## src/rtl/gfx_pkg.sv

```systemverilog
// rtl/gfx_pkg.sv - colour-depth codes and per-depth decode helpers for the address generator
package gfx_pkg;

  typedef enum logic [3:0] {
    BPP1  = 4'd0,
    BPP2  = 4'd1,
    BPP4  = 4'd2,
    BPP8  = 4'd3,
    BPP16 = 4'd4,
    BPP24 = 4'd5,
    BPP32 = 4'd6
  } gfx_depth_e;

  // Storage bits per pixel; unknown codes behave as BPP16.
  function automatic int bpp_f(input logic [3:0] d);
    case (d)
      BPP1:    return 1;
      BPP2:    return 2;
      BPP4:    return 4;
      BPP8:    return 8;
      BPP24:   return 24;
      BPP32:   return 32;
      default: return 16;
    endcase
  endfunction

  // Significant colour bits inside one stored pixel.
  function automatic int cbpp_f(input logic [3:0] d);
    case (d)
      BPP1:    return 1;
      BPP2:    return 2;
      BPP4:    return 3;
      BPP8:    return 5;
      BPP24:   return 18;
      BPP32:   return 24;
      default: return 12;
    endcase
  endfunction

  function automatic logic [5:0] bpp_m1(input logic [3:0] d);
    return 6'(bpp_f(d) - 1);
  endfunction

  function automatic logic [5:0] cbpp_m1(input logic [3:0] d);
    return 6'(cbpp_f(d) - 1);
  endfunction

  // Fixed-point pixels-to-strips factor: 65536*bpp/SW.
  function automatic logic [15:0] coeff_f(input int sw, input logic [3:0] d);
    return 16'((65536 * bpp_f(d)) / sw);
  endfunction

  // Bits of a strip actually filled by whole pixels (non power-of-two depths leave a gap).
  function automatic logic [9:0] coeff2_f(input int sw, input logic [3:0] d);
    return 10'(sw - (sw % bpp_f(d)));
  endfunction

endpackage

```

## src/rtl/gfx_addr_gen_pipe_if.sv

```systemverilog
// rtl/gfx_addr_gen_pipe_if.sv - request/result handshake bundle of the pixel-address generator
interface gfx_addr_gen_pipe_if #(
  parameter int SW = 128,
  parameter int AW = 32,
  parameter int CW = 16,
  parameter int TW = 8
);
  localparam int MW = $clog2(SW) + 1;

  logic          in_valid_i;
  logic          in_ready_o;
  logic [AW-1:0] base_addr_i;
  logic [3:0]    color_depth_i;
  logic [CW-1:0] bmp_width_i;
  logic [CW-1:0] bmp_height_i;
  logic [CW-1:0] x_i;
  logic [CW-1:0] y_i;
  logic [TW-1:0] tag_i;
  logic          out_valid_o;
  logic          out_ready_i;
  logic [AW-1:0] address_o;
  logic [MW-1:0] mb_o;
  logic [MW-1:0] me_o;
  logic [MW-1:0] ce_o;
  logic          clip_o;
  logic [TW-1:0] tag_o;

  modport master (
    output in_valid_i, base_addr_i, color_depth_i, bmp_width_i, bmp_height_i,
           x_i, y_i, tag_i, out_ready_i,
    input  in_ready_o, out_valid_o, address_o, mb_o, me_o, ce_o, clip_o, tag_o
  );

  modport slave (
    input  in_valid_i, base_addr_i, color_depth_i, bmp_width_i, bmp_height_i,
           x_i, y_i, tag_i, out_ready_i,
    output in_ready_o, out_valid_o, address_o, mb_o, me_o, ce_o, clip_o, tag_o
  );
endinterface

```

## src/rtl/gfx_depth_decode.sv

```systemverilog
// rtl/gfx_depth_decode.sv - combinational colour-depth code to multiplier constants
module gfx_depth_decode
  import gfx_pkg::*;
#(
  parameter int SW = 128
) (
  input  logic [3:0]  color_depth_i,
  output logic [15:0] coeff_o,
  output logic [5:0]  bpp_m1_o,
  output logic [5:0]  cbpp_m1_o,
  output logic [9:0]  coeff2_o
);

  assign coeff_o   = coeff_f(SW, color_depth_i);
  assign bpp_m1_o  = bpp_m1(color_depth_i);
  assign cbpp_m1_o = cbpp_m1(color_depth_i);
  assign coeff2_o  = coeff2_f(SW, color_depth_i);

endmodule

```

## src/rtl/gfx_addr_gen_pipe.sv

```systemverilog
// rtl/gfx_addr_gen_pipe.sv - 3-stage pixel-address pipeline; clip logic under GFX_CALC_CLIP_EN
module gfx_addr_gen_pipe
  import gfx_pkg::*;
#(
  parameter int SW = 128,
  parameter int AW = 32,
  parameter int CW = 16,
  parameter int TW = 8
) (
  input logic               clk,
  input logic               rst_ni,
  gfx_addr_gen_pipe_if.slave bus
);

  localparam int MW = $clog2(SW) + 1;
  localparam int SH = $clog2(SW / 8);

  // Stage occupancy and elastic handshake chain.
  logic s1_v_q, s2_v_q, s3_v_q;
  logic s3_free, s2_adv, s2_free, s1_adv, s1_free, in_fire;

  assign s3_free = !s3_v_q || bus.out_ready_i;
  assign s2_adv  = s2_v_q && s3_free;
  assign s2_free = !s2_v_q || s2_adv;
  assign s1_adv  = s1_v_q && s2_free;
  assign s1_free = !s1_v_q || s1_adv;
  assign in_fire = bus.in_valid_i && s1_free;

  assign bus.in_ready_o = s1_free;

  // S1 next-state: latch request and its decoded depth constants.
  logic [15:0] dec_coeff;
  logic [5:0]  dec_bpp_m1, dec_cbpp_m1;
  logic [9:0]  dec_coeff2;
  logic        s1_clip_d;

  gfx_depth_decode #(.SW(SW)) u_dec (
    .color_depth_i (bus.color_depth_i),
    .coeff_o       (dec_coeff),
    .bpp_m1_o      (dec_bpp_m1),
    .cbpp_m1_o     (dec_cbpp_m1),
    .coeff2_o      (dec_coeff2)
  );

`ifdef GFX_CALC_CLIP_EN
  assign s1_clip_d = (bus.x_i >= bus.bmp_width_i) || (bus.y_i >= bus.bmp_height_i);
`else
  logic unused_height;
  assign unused_height = ^bus.bmp_height_i;
  assign s1_clip_d     = 1'b0;
`endif

  logic [AW-1:0] s1_base_q;
  logic [CW-1:0] s1_x_q, s1_y_q, s1_w_q;
  logic [15:0]   s1_coeff_q;
  logic [5:0]    s1_bpp_m1_q, s1_cbpp_m1_q;
  logic [9:0]    s1_coeff2_q;
  logic [TW-1:0] s1_tag_q;
  logic          s1_clip_q;

  // S2 next-state: the two coordinate multiplies and the rounded fraction.
  logic [31:0] sn65_d, ns65_d;
  logic [15:0] fr_d;
  logic        unused_lo;

  assign sn65_d    = 32'(s1_x_q) * 32'(s1_coeff_q);
  assign ns65_d    = 32'(s1_w_q) * 32'(s1_coeff_q);
  assign fr_d      = sn65_d[15:0] + 16'h7F;
  assign unused_lo = ^{ns65_d[15:0], fr_d[6:0]};

  logic [AW-1:0] s2_base_q;
  logic [CW-1:0] s2_y_q;
  logic [15:0]   s2_sn_hi_q, s2_ns_hi_q;
  logic [8:0]    s2_frh_q;
  logic [5:0]    s2_bpp_m1_q, s2_cbpp_m1_q;
  logic [9:0]    s2_coeff2_q;
  logic [TW-1:0] s2_tag_q;
  logic          s2_clip_q;

  // S3 next-state: bit positions and strip address; clipped pixels collapse to base.
  logic [18:0]   mb_prod;
  logic [63:0]   strip_off;
  logic [MW-1:0] mb_d, me_d, ce_d;
  logic [AW-1:0] addr_d;

  always_comb begin
    mb_prod   = 19'(s2_frh_q) * 19'(s2_coeff2_q);
    strip_off = 64'(s2_ns_hi_q) * 64'(s2_y_q) + 64'(s2_sn_hi_q);
    mb_d      = MW'(mb_prod >> 9);
    me_d      = mb_d + MW'(s2_bpp_m1_q);
    ce_d      = mb_d + MW'(s2_cbpp_m1_q);
    addr_d    = s2_base_q + AW'(strip_off << SH);
    if (s2_clip_q) begin
      mb_d   = '0;
      me_d   = '0;
      ce_d   = '0;
      addr_d = s2_base_q;
    end
  end

  logic [AW-1:0] s3_addr_q;
  logic [MW-1:0] s3_mb_q, s3_me_q, s3_ce_q;
  logic [TW-1:0] s3_tag_q;
  logic          s3_clip_q;

  // Stage valid flags; async reset drops anything in flight.
  always_ff @(posedge clk or negedge rst_ni) begin
    if (!rst_ni) begin
      s1_v_q <= 1'b0;
      s2_v_q <= 1'b0;
      s3_v_q <= 1'b0;
    end else begin
      if (s1_free) s1_v_q <= bus.in_valid_i;
      if (s2_free) s2_v_q <= s1_v_q;
      if (s3_free) s3_v_q <= s2_v_q;
    end
  end

  // S1 payload, loaded only on an accepted request.
  always_ff @(posedge clk or negedge rst_ni) begin
    if (!rst_ni) begin
      s1_base_q    <= '0;
      s1_x_q       <= '0;
      s1_y_q       <= '0;
      s1_w_q       <= '0;
      s1_coeff_q   <= '0;
      s1_bpp_m1_q  <= '0;
      s1_cbpp_m1_q <= '0;
      s1_coeff2_q  <= '0;
      s1_tag_q     <= '0;
      s1_clip_q    <= 1'b0;
    end else if (in_fire) begin
      s1_base_q    <= bus.base_addr_i;
      s1_x_q       <= bus.x_i;
      s1_y_q       <= bus.y_i;
      s1_w_q       <= bus.bmp_width_i;
      s1_coeff_q   <= dec_coeff;
      s1_bpp_m1_q  <= dec_bpp_m1;
      s1_cbpp_m1_q <= dec_cbpp_m1;
      s1_coeff2_q  <= dec_coeff2;
      s1_tag_q     <= bus.tag_i;
      s1_clip_q    <= s1_clip_d;
    end
  end

  // S2 payload, loaded when S1 hands over.
  always_ff @(posedge clk or negedge rst_ni) begin
    if (!rst_ni) begin
      s2_base_q    <= '0;
      s2_y_q       <= '0;
      s2_sn_hi_q   <= '0;
      s2_ns_hi_q   <= '0;
      s2_frh_q     <= '0;
      s2_bpp_m1_q  <= '0;
      s2_cbpp_m1_q <= '0;
      s2_coeff2_q  <= '0;
      s2_tag_q     <= '0;
      s2_clip_q    <= 1'b0;
    end else if (s1_adv) begin
      s2_base_q    <= s1_base_q;
      s2_y_q       <= s1_y_q;
      s2_sn_hi_q   <= sn65_d[31:16];
      s2_ns_hi_q   <= ns65_d[31:16];
      s2_frh_q     <= fr_d[15:7];
      s2_bpp_m1_q  <= s1_bpp_m1_q;
      s2_cbpp_m1_q <= s1_cbpp_m1_q;
      s2_coeff2_q  <= s1_coeff2_q;
      s2_tag_q     <= s1_tag_q;
      s2_clip_q    <= s1_clip_q;
    end
  end

  // S3 result registers; held while stalled or empty.
  always_ff @(posedge clk or negedge rst_ni) begin
    if (!rst_ni) begin
      s3_addr_q <= '0;
      s3_mb_q   <= '0;
      s3_me_q   <= '0;
      s3_ce_q   <= '0;
      s3_tag_q  <= '0;
      s3_clip_q <= 1'b0;
    end else if (s2_adv) begin
      s3_addr_q <= addr_d;
      s3_mb_q   <= mb_d;
      s3_me_q   <= me_d;
      s3_ce_q   <= ce_d;
      s3_tag_q  <= s2_tag_q;
      s3_clip_q <= s2_clip_q;
    end
  end

  assign bus.out_valid_o = s3_v_q;
  assign bus.address_o   = s3_addr_q;
  assign bus.mb_o        = s3_mb_q;
  assign bus.me_o        = s3_me_q;
  assign bus.ce_o        = s3_ce_q;
  assign bus.tag_o       = s3_tag_q;
  assign bus.clip_o      = s3_clip_q;

endmodule

```

## src/flat_wrapper.sv

```systemverilog
// flat-port wrapper written by rule: the top's interface ports become plain ports
module gfx_addr_gen_pipe_flat import gfx_pkg::*;
#(
  parameter int SW = 128,
  parameter int AW = 32,
  parameter int CW = 16,
  parameter int TW = 8
)
  (clk, rst_ni, bus_in_valid_i, bus_base_addr_i, bus_color_depth_i, bus_bmp_width_i, bus_bmp_height_i, bus_x_i, bus_y_i, bus_tag_i, bus_out_ready_i, bus_in_ready_o, bus_out_valid_o, bus_address_o, bus_mb_o, bus_me_o, bus_ce_o, bus_clip_o, bus_tag_o);
  gfx_addr_gen_pipe_if #(.SW(SW), .AW(AW), .CW(CW), .TW(TW)) bus_i ();
  input logic clk;
  input logic rst_ni;
  input wire logic [$bits(bus_i.in_valid_i)-1:0] bus_in_valid_i;
  input wire logic [$bits(bus_i.base_addr_i)-1:0] bus_base_addr_i;
  input wire logic [$bits(bus_i.color_depth_i)-1:0] bus_color_depth_i;
  input wire logic [$bits(bus_i.bmp_width_i)-1:0] bus_bmp_width_i;
  input wire logic [$bits(bus_i.bmp_height_i)-1:0] bus_bmp_height_i;
  input wire logic [$bits(bus_i.x_i)-1:0] bus_x_i;
  input wire logic [$bits(bus_i.y_i)-1:0] bus_y_i;
  input wire logic [$bits(bus_i.tag_i)-1:0] bus_tag_i;
  input wire logic [$bits(bus_i.out_ready_i)-1:0] bus_out_ready_i;
  output wire logic [$bits(bus_i.in_ready_o)-1:0] bus_in_ready_o;
  output wire logic [$bits(bus_i.out_valid_o)-1:0] bus_out_valid_o;
  output wire logic [$bits(bus_i.address_o)-1:0] bus_address_o;
  output wire logic [$bits(bus_i.mb_o)-1:0] bus_mb_o;
  output wire logic [$bits(bus_i.me_o)-1:0] bus_me_o;
  output wire logic [$bits(bus_i.ce_o)-1:0] bus_ce_o;
  output wire logic [$bits(bus_i.clip_o)-1:0] bus_clip_o;
  output wire logic [$bits(bus_i.tag_o)-1:0] bus_tag_o;
  assign bus_i.in_valid_i = bus_in_valid_i;
  assign bus_i.base_addr_i = bus_base_addr_i;
  assign bus_i.color_depth_i = bus_color_depth_i;
  assign bus_i.bmp_width_i = bus_bmp_width_i;
  assign bus_i.bmp_height_i = bus_bmp_height_i;
  assign bus_i.x_i = bus_x_i;
  assign bus_i.y_i = bus_y_i;
  assign bus_i.tag_i = bus_tag_i;
  assign bus_i.out_ready_i = bus_out_ready_i;
  assign bus_in_ready_o = bus_i.in_ready_o;
  assign bus_out_valid_o = bus_i.out_valid_o;
  assign bus_address_o = bus_i.address_o;
  assign bus_mb_o = bus_i.mb_o;
  assign bus_me_o = bus_i.me_o;
  assign bus_ce_o = bus_i.ce_o;
  assign bus_clip_o = bus_i.clip_o;
  assign bus_tag_o = bus_i.tag_o;
  gfx_addr_gen_pipe #(.SW(SW), .AW(AW), .CW(CW), .TW(TW)) u_core (.clk(clk), .rst_ni(rst_ni), .bus(bus_i));
endmodule
```

## config.mk

```make
export PLATFORM = sky130hd
export DESIGN_NAME = gfx_addr_gen_pipe_flat
export DESIGN_NICKNAME = d
export VERILOG_FILES = /design/src/rtl/gfx_pkg.sv /design/src/rtl/gfx_addr_gen_pipe_if.sv /design/src/rtl/gfx_depth_decode.sv /design/src/rtl/gfx_addr_gen_pipe.sv /design/src/flat_wrapper.sv
export SDC_FILE = /design/constraint.sdc
export NUM_CORES = 2
export LEC_CHECK = 0
export ABC_AREA = 0
export BUFFER_PORTS_ARGS = -buffer_cell sky130_fd_sc_hd__buf_2
export CAP_MARGIN = 10
export CORE_MARGIN = 2
export CORE_UTILIZATION = 55
export CTS_BUF_LIST = sky130_fd_sc_hd__clkbuf_16
export DETAILED_ROUTE_END_ITERATION = 16
export GPL_TIMING_DRIVEN = 0
export HOLD_SLACK_MARGIN = 0.12
export PLACE_DENSITY = 0.72
export RECOVER_POWER = 25
export SYNTH_ARGS = -nofsm -noshare
export SYNTH_HDL_FRONTEND = slang
export SYNTH_HIERARCHICAL = 1
export SYNTH_SLANG_ARGS = --single-unit
```

## constraint.sdc

```tcl
create_clock -name clk -period 18.5 [get_ports clk]
set_clock_uncertainty 0.2 [all_clocks]
set_input_delay 1.85 -clock clk [delete_from_list [all_inputs] [get_ports clk]]
set_output_delay 1.85 -clock clk [all_outputs]
set_load 0.01 [all_outputs]
```

After elaboration in Yosys (flattened, before gate mapping) --
Index checks and enable logic that the tools add are counted. W data, S select, Z words.
Cells by class: add/sub/neg operators 8, multiply operators 4, div/mod/pow operators 1, equality and inequality tests 5, muxes and demuxes 2, reductions and logical operators 10
Operator list (number):
- $mul A16 B7 Y23 | 2
- $pmux W6 S6 | 1
- $add A32 B32 Y32 | 1
- $mod A9 B32 Y32 const A | 1
- $pmux W5 S6 | 1
- $add A28 B16 Y28 | 1
- $mul A16 B16 Y28 | 1
- $mul A9 B10 Y17 | 1
- $add A16 B7 Y16 const B | 1
- $add A8 B6 Y8 | 2
- $sub A6 B2 Y6 const B | 2
- $sub A9 B10 Y10 const A | 1
- $eq A4 B2 Y1 const B | 2
- $eq A4 B3 Y1 const B | 2
- $eq A4 B1 Y1 const B | 1
- $logic_not A4 Y1 | 1
- $logic_and A1 B1 Y1 | 3
- $logic_not A1 Y1 | 3
- $logic_or A1 B1 Y1 | 3
Word-level totals: flip-flop bits (word level) 303, input bits 112, output and inout bits 67, word-level logic and storage cells 56

Depth between registers and ports, before layout --
depth in word-level cells 7, gate-level depth with buffers 356, mapped depth without buffers 320

Hierarchy --
Netlist, hierarchy kept.
By module, submodules not included:
- gfx_addr_gen_pipe | instances 1, cells each 4304, area each 40296.1 um^2, seq. area each 7807.5 um^2
- gfx_depth_decode | instances 1, cells each 3440, area each 23308.6 um^2, seq. area each 0.0 um^2

Worst setup path after synthesis --
Ideal clock, no wire load.
path type input -> register, from in bus_color_depth_i[2], to reg u_core.s1_coeff2_q[8], library setup time 0.125 ns, data arrival time 73.716 ns, required time 18.175 ns, slack -55.541 ns, stages 332, buffers on the path 36, path through buf_2 or4_4 clkbuf_1 clkbuf_1 clkbuf_1 buf_1 clkbuf_1 buf_1 clkbuf_1 ha_1 buf_2 buf_1 nor3b_1 ha_1 xor2_1 a31oi_1 nor2_1 ha_1 (+296 left out) nor2b_1 o21ai_0 nand2b_1 a221oi_1 inv_1 a221o_1 nor4_4 nand2_2 buf_2 clkbuf_1 a211oi_1 a31oi_1 ha_1 inv_1 o22ai_1 a211oi_1 o221ai_1 mux2_2
On the way: word-level cells in the longest chain between the ends 4, elaborated cells between the ends (all ways) 9, those cells by class 1 x add/sub; 1 x div; 5 x eq/ne; 1 x mux; 1 x reduce/logical
RTL lines:
- from (decl) | line flat_wrapper.sv:15 | input wire logic [$bits(bus_i.color_depth_i)-1:0] bus_color_depth_i;
- $eq A4 B3 Y1, or another cell as far along | line gfx_pkg.sv:16 | case (d)
- $pmux W6 S6 (*) | line gfx_pkg.sv:16
- $mod A9 B32 Y32 (*) | line gfx_pkg.sv:55 | return 10'(sw - (sw % bpp_f(d)));
- $sub A9 B10 Y10 (*) | line gfx_pkg.sv:55
- net u_core.dec_coeff2[8] | line gfx_addr_gen_pipe.sv:34 | logic [9:0] dec_coeff2;
- to (signal assigned) | line gfx_addr_gen_pipe.sv:140 | s1_coeff2_q <= dec_coeff2;
- to (decl) | line gfx_addr_gen_pipe.sv:57 | logic [9:0] s1_coeff2_q;
Mark *: on every way through the listed nets, which the timed path passes. The rest lies on a longest branch. A chain may end at the register's enable or synchronous reset.

Worst setup path after layout --
from in bus_color_depth_i[3], to reg u_core.s1_coeff2_q[8]
The elaborated chain is that of the path after synthesis.

==> flow_summary.rst <==
.. list-table::
   :header-rows: 1

   * - Metric
     - Value
   * - Vias
     - 61.9k
   * - Core Footprint
     - 115000 um^2
   * - Die Width
     - 344 um
   * - Largest fanout on the critical path
     - 10
   * - Number of clock sinks seen by CTS
     - 312
   * - Worst min-delay path startpoint
     - u_core/s1_y_q[6]$_DFFE_PN0P_
   * - Reg-to-Reg End
     - u_core/bus.address_o[31]$_DFFE_PN0P_
   * - Area growth from synthesis to final layout
     - 17.7%
   * - Share of layout cells above drive strength 1
     - 18.2%
   * - Max Freq
     - 0.0155 GHz
   * - Total die area
     - 118000 um^2
   * - Synth Area in Compound Gates
     - 18.1%
   * - Max Buffers Root-to-Sink
     - 3
   * - Violated checks
     - max-capacitance violations, max-slew violations, negative setup slack
   * - Starting Density
     - 55.6%
   * - Synthesized area per cell
     - 8.21 um^2
   * - Setup total negative slack
     - -456.14 ns
   * - Yosys warns
     - 6
   * - Slowest cell on the critical path
     - or4_4
   * - Worst max-slew margin expressed relative to the limit
     - -293%
   * - Largest net degree at the start of global routing
     - 110
   * - Clock tree root buffer cell
     - clkbuf_16
   * - Fill cell instance count of the final layout
     - 9590
   * - Delay of the slowest cell on the worst path
     - 0.57 ns
   * - Count of flip-flops with a built-in enable after synthesis
     - 0
   * - Final weighted congestion in routability-driven placement
     - 0.963
   * - Aggregate global routing overflow
     - 0
   * - Register bit count reported by yosys
     - 312
   * - IO Port Bufs
     - 159
   * - Area share of xor/xnor cells in the synthesized design
     - 5.45%
   * - Class of the worst hold path
     - register to register
   * - R2R Path Start
     - u_core/s2_y_q[9]$_DFFE_PN0P_
   * - Worst setup margin
     - -46.13 ns
   * - Critical path startpoint category
     - input pin
   * - Vias in the first global route
     - 60.2k
   * - Number of cells on the worst hold path
     - 2
   * - Async SR Flop Fraction
     - 100%
   * - WHS Endpoint
     - u_core/s2_y_q[6]$_DFFE_PN0P_
   * - Total clock buffers created by CTS
     - 35
   * - Post-synthesis cell count
     - 7744
   * - CP Capture Type
     - register
   * - Total detailed-routing wirelength
     - 210 mm
   * - Post-CTS Hold Buffers
     - 0
   * - Share of the clock period used by the worst path after layout
     - 349%
   * - Antenna violations before repair
     - 1
   * - Mapped cell area
     - 63600 um^2
   * - Boundary pin count
     - 179
   * - Adder-cell share of the synthesized area
     - 30.4%
   * - Dpl hpwl
     - 159 mm
   * - Multiplexer share of the synthesized area
     - 3.93%
   * - Wire per inst
     - 21.0 um
   * - Final routed DRC violation total
     - 0
   * - Source-to-sink clock delay at the later pin of the worst-skew pair
     - 0.59 ns
   * - Number of standard-cell rows in the floorplan
     - 124
   * - Main synth FF type
     - dfrtp_1
   * - Number of distinct standard cells referenced by the synthesized netlist
     - 137
   * - DRC violation total after the first TritonRoute iteration
     - 6060
   * - Number of maximum-capacitance constraint violations
     - 3
   * - Simple-gate area share of the yosys netlist
     - 22.5%
   * - Crit Path Class
     - input pin to register
   * - ANT nets after route
     - 0
   * - Register-to-register path setup slack
     - 9.37 ns
   * - Total Nets Final
     - 9735
   * - Status
     - complete, but fails checks
   * - Worst Path Required
     - 18.76 ns
   * - Height of the die
     - 344 um
   * - Overall fraction of global-route tracks in use
     - 34.3%
   * - Clock tree from TritonCTS
     - built
   * - Final hold violations
     - 0
   * - Setup-violating endpoint count in the final report
     - 10
   * - Time the final worst path needs with I/O delays and setup
     - 64.63 ns
   * - RSZ-0062 raised after global routing
     - true
   * - Count of H-tree levels built during CTS
     - 2
   * - Worst Max-Slew Pin Slew
     - 5.89 ns
   * - Clock Pin Slew Worst Setup and Hold Paths
     - 0.07 ns
   * - Dominant combinational cell family by area after synthesis
     - adder cells
   * - Share of synthesized area occupied by flip-flops and latches
     - 12.3%
   * - Library cell appearing most often on the critical path
     - nand2b_1
   * - Data arrival time of the worst path
     - 64.90 ns
   * - Final count of pins violating max slew
     - 317
   * - Number of vias per cell after detailed routing
     - 6.18
   * - TritonRoute pass-1 iters
     - 6
   * - Length in cells of the worst reg-to-reg path
     - 30
   * - First-pass GRT wire length
     - 328 mm
-- cell usage after synthesis, drive strengths merged, types with 189 or more instances --
| master | n | area share (%) |
|---|---|---|
| nand2 | 1137 | 6.7 |
| inv | 863 | 5.1 |
| fa | 650 | 20 |
| ha | 507 | 10 |
| and2 | 394 | 3.9 |
| nor2 | 383 | 2.3 |
| o21ai | 323 | 2.6 |
| dfrtp | 312 | 12 |
| a21oi | 311 | 2.5 |
| clkbuf | 269 | 1.6 |
| xnor2 | 238 | 3.3 |
| nor3 | 189 | 1.7 |
-- logic make-up (layout without fill, tap and decap cells) --
| logic type | after synthesis | after routing |
|---|---|---|
| fa+ha+maj | 1157 | 1157 |
| simple gates | 2830 | 2831 |
| other cells | 2 | 14 |
| flops | 312 | 312 |
| buf+inv | 1210 | 1946 |
| xor+xnor | 391 | 391 |
| compound gates | 1615 | 1615 |
| mux | 227 | 227 |
-- metal layers --
metal | track usage [%] | share of wire (%) | wire length, um
met2 | 53.4 | 44 | 93000
met3 | 5.61 | 8.8 | 18500
met5 | 0 | 0.0062 | 13
met1 | 49.4 | 44 | 92200
met4 | 9.52 | 3.2 | 6640
-- state kept, by name (all words and copies together), names as in the netlist, 16 cells and up --
signal,cells
u_core/bus.address_o,32
u_core/s1_base_q,32
u_core/s2_base_q,32
u_core/s1_coeff_q,16
u_core/s1_w_q,16
u_core/s1_x_q,16
u_core/s1_y_q,16
u_core/s2_ns_hi_q,16
u_core/s2_sn_hi_q,16
u_core/s2_y_q,16
-- how the worst max path moves through the flow --
stage                               from  slack, ns                                end  cells after the start
floorplan           bus_color_depth_i[1]     -45.81  u_core/s1_coeff2_q[8]$_DFFE_PN0P_                    335
global placement    bus_color_depth_i[3]     -56.94  u_core/s1_coeff2_q[8]$_DFFE_PN0P_                    335
detailed placement  bus_color_depth_i[3]     -57.68  u_core/s1_coeff2_q[8]$_DFFE_PN0P_                    335
CTS                 bus_color_depth_i[1]     -45.24  u_core/s1_coeff2_q[8]$_DFFE_PN0P_                    337
global route        bus_color_depth_i[3]     -48.37  u_core/s1_coeff2_q[8]$_DFFE_PN0P_                    336
finish              bus_color_depth_i[3]     -46.13  u_core/s1_coeff2_q[8]$_DFFE_PN0P_                    343
-- what timing repair did --
action                     CTS  global route
cloned                       1             1
pin swaps                  224           232
resized for setup          255           185
setup buffers              396           126
setup endpoints to repair   10            10
-- cells in the final DEF, fill, tap and decap left out, types with 227 or more instances in the layout --
cell,n
dfrtp_1,312
buf_4,521
a21oi_1,270
fa_1,650
clkbuf_1,227
inv_1,856
and2_1,386
ha_1,454
nand2_1,1103
o21ai_0,238
xnor2_1,234
nor2_1,337
-- critical path, delay by kind of cell --
kind	cells	cell delay [ns]
AOI/OAI and AO/OA	136	24.58
xor gates and xnor gates	2	0.26
adders and majority gates	32	8.76
buffers and inverters	49	6.72
muxes	9	2.11
and+or+nand+nor	115	20.33
-- final cells by class --
| type | instances | area, um^2 | share of cell area [%] |
|---|---|---|---|
| clock buffer | 35 | 876 | 1.17 |
| sequential | 312 | 7810 | 10.4 |
| clock inverter | 28 | 309 | 0.413 |
| timing repair buffer | 687 | 4890 | 6.53 |
| buffer | 333 | 1920 | 2.56 |
| antenna | 1 | 2.50 | 0.00334 |
| multi-input combinational | 6234 | 53900 | 72.0 |
| inverter | 863 | 3240 | 4.33 |
| tap | 1512 | 1890 | 2.53 |
-- stage by stage --
step	hold WS, ns	instances	instance area, um^2	worst slack [ns]	util (%)
6_report	0.252	10000	74900	-46.13	65.4
5_1_grt	0.266	10000	74900	-48.37	65.4
3_5_place_dp	0.252	9433	67800	-57.68	59.2
2_1_floorplan	0.233	7755	64900	-45.81	-
3_3_place_gp	0.241	9426	67600	-56.94	59.0
4_1_cts	0.255	9883	73100	-45.24	63.9
Power is left out: the tool's default activity adds up to more than one toggle a clock period on the data nets, which glitch-free logic cannot reach.
